$ cat src/rtl/imm_extend_pipe.sv
// ---------------------------------------------------------------------------
// imm_extend_pipe
//   Pipelined immediate extender between instruction decode and the ID/EX
//   boundary. The IN_W-bit immediate is extended combinationally, then
//   carried through STAGES register stages together with its mode and a
//   valid bit. stall and flush move every stage in lockstep with the other
//   pipeline registers driven by the hazard unit.
//
//   Modes: 00 zero-extend, 01 sign-extend, 10 upper (immediate in the top
//   IN_W bits), 11 branch offset (sign-extend, then shift left by 2).
//
//   Handshake: an input is taken when in_valid=1 on a rising clk edge that
//   has neither stall nor flush; there is no ready, so an input presented
//   while stalled or flushed is lost and upstream must re-present it.
//   out_valid qualifies out_imm/out_mode for every cycle it is high.
//
// Ports:
//   clk       in   rising-edge clock
//   reset     in   asynchronous, active-high reset
//   in_valid  in   in_imm is valid this cycle
//   in_imm    in   [IN_W-1:0] raw immediate field
//   mode      in   [1:0] extension mode
//   stall     in   hold every stage, drop the input
//   flush     in   invalidate and clear every stage (beats stall)
//   out_valid out  last-stage valid bit
//   out_imm   out  [OUT_W-1:0] last-stage extended immediate
//   out_mode  out  [1:0] mode that travelled with out_imm
//   busy      out  OR of all stage valid bits
// ---------------------------------------------------------------------------
module imm_extend_pipe #(
  parameter int IN_W   = 16,
  parameter int OUT_W  = 32,
  parameter int STAGES = 1
) (
  input  logic             clk,
  input  logic             reset,
  input  logic             in_valid,
  input  logic [IN_W-1:0]  in_imm,
  input  logic [1:0]       mode,
  input  logic             stall,
  input  logic             flush,
  output logic             out_valid,
  output logic [OUT_W-1:0] out_imm,
  output logic [1:0]       out_mode,
  output logic             busy
);

  localparam int PAD_W = OUT_W - IN_W;

  localparam logic [1:0] MODE_ZERO   = 2'b00;
  localparam logic [1:0] MODE_SIGN   = 2'b01;
  localparam logic [1:0] MODE_UPPER  = 2'b10;
  localparam logic [1:0] MODE_BRANCH = 2'b11;

  logic             sign_bit;
  logic [OUT_W-1:0] sign_ext;
  logic [OUT_W-1:0] ext_d;

  // Stage 0 is the first register stage; stage STAGES-1 drives the outputs.
  logic [STAGES-1:0]            valid_q;
  logic [STAGES-1:0][OUT_W-1:0] data_q;
  logic [STAGES-1:0][1:0]       mode_q;

  assign sign_bit = in_imm[IN_W-1];
  assign sign_ext = {{PAD_W{sign_bit}}, in_imm};

  always_comb begin
    ext_d = '0;
    case (mode)
      MODE_ZERO:   ext_d = {{PAD_W{1'b0}}, in_imm};
      MODE_SIGN:   ext_d = sign_ext;
      MODE_UPPER:  ext_d = {in_imm, {PAD_W{1'b0}}};
      // Bits shifted past the MSB are simply dropped.
      MODE_BRANCH: ext_d = sign_ext << 2;
      default:     ext_d = '0;
    endcase
  end

  always_ff @(posedge clk or posedge reset) begin
    if (reset) begin
      valid_q <= '0;
      data_q  <= '0;
      mode_q  <= '0;
    end else if (flush) begin
      valid_q <= '0;
      data_q  <= '0;
      mode_q  <= '0;
    end else if (!stall) begin
      // Bubbles always carry zero data and mode.
      valid_q[0] <= in_valid;
      data_q[0]  <= in_valid ? ext_d : '0;
      mode_q[0]  <= in_valid ? mode  : 2'b00;
      for (int i = 1; i < STAGES; i++) begin
        valid_q[i] <= valid_q[i-1];
        data_q[i]  <= data_q[i-1];
        mode_q[i]  <= mode_q[i-1];
      end
    end
  end

  assign out_valid = valid_q[STAGES-1];
  assign out_imm   = data_q[STAGES-1];
  assign out_mode  = mode_q[STAGES-1];
  assign busy      = |valid_q;

endmodule

$ cat config.mk
export PLATFORM = sky130hd
export DESIGN_NAME = imm_extend_pipe
export DESIGN_NICKNAME = d
export VERILOG_FILES = /design/src/rtl/imm_extend_pipe.sv
export SDC_FILE = /design/constraint.sdc
export NUM_CORES = 1
export LEC_CHECK = 0
export ABC_AREA = 0
export BUFFER_PORTS_ARGS = -buffer_cell sky130_fd_sc_hd__clkbuf_2
export CAP_MARGIN = 30
export CORE_MARGIN = 3
export CORE_UTILIZATION = 44
export CTS_CLUSTER_SIZE = 30
export DETAILED_ROUTE_END_ITERATION = 7
export GPL_TIMING_DRIVEN = 0
export PLACE_DENSITY = 0.8
export SYNTH_ARGS = -nofsm -noshare
export SYNTH_HDL_FRONTEND = slang
export SYNTH_SLANG_ARGS = --single-unit
$ cat constraint.sdc
create_clock -name clk -period 0.8 [get_ports clk]
set_input_delay 0.04 -clock clk [delete_from_list [all_inputs] [get_ports clk]]
set_output_delay 0.04 -clock clk [all_outputs]
set_load 0.02 [all_outputs]
==> flow_summary.yaml <==
status:
  status: "finished, violations left"
  violated_checks: "negative hold slack, negative setup slack"
clocking:
  clock_tree.root_cell: "clkbuf_4"
  max-clock-path-buffers: 2
  cts_tree: "done"
  cts_htree_levels: 2
  tritoncts.num_buffers: 5
  cts_hold_buf: 9
  clock_latency_ns: 0.34
  cts_sinks: 35
  clk_pin_slew_worst_paths_ns: 0.11
place:
  place.detailed.instances: 272
  place.gp.congestion: 0.871
  number_of_buffers_added_on_ports: 58
  dpl.hpwl_um: 2890
global_route:
  maximum_number_of_pins_on_one_net_before_global_route_repair: 36
  globalRoute.totalOverflow: 0
  grt_first_pass_wirelength_um: 6840
  grt_antenna_before_repair: 0
  grt_pass1_vias: 1475
  groute.usage.overall_pct: 20.8
yosys:
  synth_fa_ha_area_share_pct: 0
  ys_warn_count: 0
  synth_area_mm2: 0.00161
  synth.area.top_cells: "dfrtp_1 (54%), a21oi_1 (8.7%), o21ai_1 (8.1%)"
  ys.flop_type: "dfrtp_1"
  synth_top_family_by_area: "compound AO/OA/AOI/OAI gates"
  asyncSetResetFlopFracSynth_pct: 100
  post_synth.cell_area_avg_um2: 9.57
  synth_fp_nets: 191
  synth_compound_area_share_pct: 21.2
  synth.area.mux_share_pct: 1.32
  synth_largest_area_cell: "dfrtp_1"
  synth_edf_count: 0
  yosys.area_share.simple_pct: 16.2
  number_of_standard_cells_after_synthesis: 168
  fraction_of_synthesized_cell_area_taken_by_the_top_area_cell_type_pct: 54.5
  synth.lib_cells_used.distinct: 21
  synth-xor-area-share_pct: 0
  synth_sequential_area_ratio_pct: 54.5
  synth_seq_cells: 35
timing:
  grt_setup_unrepaired: "yes"
  hold_viol_final: 35
  max_slew.worst_pin.slew_ns: 0.747
  layout_min_cycle_time_ns: 1.04
  fmax_mhz: 965
  postLayoutSetupSlackWorst_ns: -0.237
  finalClockSkew_ns: 0
  timing.hold.ws_ns: -0.202
  slew_headroom_pct: 50.1
  final-max-slew-violation-count: 0
  layout_worst_path_cycle_share_pct: 130
  setup_viol: 41
power_and_ir_drop:
  leakage_uw: 0.00125
  vdd.ir_drop.worst_uv: 1280
  power_per_cell_area_mw_per_mm2: 1640
cells_and_area:
  post_route_insts_no_fill: 307
  fill_cells: 256
  area_growth_pct: 58.8
  most_frequent_cells_in_the_layout: "dfrtp_1 (35), buf_6 (34), nand2_1 (31)"
  final_common_cell: "dfrtp_1"
  final_layout_size_suffix_gt1_share_pct: 41.0
  final_nets: 283
  antenna_fix_cells: 0
floorplan:
  num_rows: 21
  initial_core_util_pct: 47.1
  ios: 59
  die_area_mm2: 0.00442
  fp.dieW_um: 66.5
  floorplan.core_area_mm2: 0.00342
  die_y_um: 66.5
worst_setup_path:
  timing.critical_path.arrival_ns: 1.00
  setup_crit_end_kind: "primary output"
  timing.setup.critical_path_class: "flop to primary output"
  critPathMaxFanout: 3
  critPathLaunchType: "flop"
  cp_data_required_time_ns: 0.76
detailed_routing:
  avgViaCountPerCell: 5.07
  routed_wl_um: 4600
  initialDrtViolationCount: 73
  dr.pass1.iters: 4
  drt-wirelength-per-cell_um: 15.0
  final_antenna_net_count: 0
  route.vias.total: 1555
  drc: 0
hold_path:
  hold_path.class: "input port to asynchronous set/reset pin"
run:
  timing.max_cap.violations: 0
==> cell type report <==
| cell class | count | area, µm² | area share, % |
|---|---|---|---|
| clock inverters | 2 | 60.1 | 2.35 |
| multi-input cells | 118 | 629 | 24.7 |
| well taps | 46 | 57.6 | 2.25 |
| clock buffers | 6 | 41.3 | 1.62 |
| repair buffers | 85 | 769 | 30.1 |
| plain buffers | 14 | 111 | 4.36 |
| inverters | 1 | 7.51 | 0.294 |
| flip-flops and latches | 35 | 876 | 34.3 |
==> worst max-delay path: stages (launching register included) <==
cell and delay [ns]:
dfrtp_1 0.42, buf_6 0.12, buf_8 0.11
==> power by group <==
part | total [µW] | leakage (µW) | switching, µW | internal, µW
logic | 732 | 0.000722 | 377 | 355
clock network | 1580 | 0.0000525 | 608 | 975
registers | 1870 | 0.000481 | 44.6 | 1830
==> cell families (layout without fill, tap and decap cells) <==
kind of cell / count (synthesis) / count (layout)
buf+inv: 15 / 108
compound gates: 63 / 63
flops: 35 / 35
simple gates: 53 / 53
mux: 2 / 2
==> per-layer routing <==
metal | global-route usage [%] | share of wire (%)
met1 | 26.2 | 43
met2 | 35.1 | 51
met3 | 5.40 | 5.3
met4 | 6.09 | 0.81
met5 | 0 | 0
==> final timing paths <==
| path | end | startpoint | cells past startpoint | slack (ns) |
|---|---|---|---|---|
| min in group clk | out_imm[19] | in_imm[3] | 3 | 0 |
| setup / recovery | out_valid | busy | 2 | -0.24 |
| hold reg to reg | out_imm[27] | out_imm[27] | 2 | 0.52 |
| hold / removal | out_imm[23] | reset | 2 | -0.20 |
| max in group asynchronous | out_imm[11] | reset | 2 | 0.58 |
| setup reg to reg | out_imm[19] | out_imm[19] | 4 | -0.09 |
==> flip-flops by register name, summed over array words and instances (netlist names) <==
register / cells
out_mode: 2
busy: 1
out_imm: 32
==> Yosys cell counts, types with 2 or more instances <==
library cell	count
dfrtp_1	35
o21ai_1	26
o21ai_0	2
a21oi_1	28
nor2b_1	15
buf_2	5
o21ai_2	3
buf_6	4
a22o_1	4
nand2_1	32
buf_4	4
==> repair_timing <==
| item | in CTS | in global routing |
|---|---|---|
| pin swaps | 0 | 2 |
| buffers inserted | 8 | 14 |
| gates resized for setup | 15 | 91 |
| setup endpoints to repair | 36 | 40 |
| hold endpoints to repair | 43 | 35 |
==> per-stage QoR <==
| step | total power, µW | worst slack [ns] | TNS (ns) | area (µm²) | util, % |
|---|---|---|---|---|---|
| after floorplan | 2240 | -0.00516 | -0.0481 | 1610 | - |
| after global placement | 2450 | -0.224 | -5.30 | 1960 | 57.4 |
| after detailed placement | 2460 | -0.237 | -5.83 | 1960 | 57.4 |
| after CTS | 4110 | -0.264 | -5.33 | 2280 | 66.7 |
| after global routing | 4350 | -0.274 | -6.40 | 2550 | 74.7 |
| final | 4190 | -0.237 | -5.06 | 2550 | 74.7 |
No activity file was read; power rests on OpenSTA's default activity.
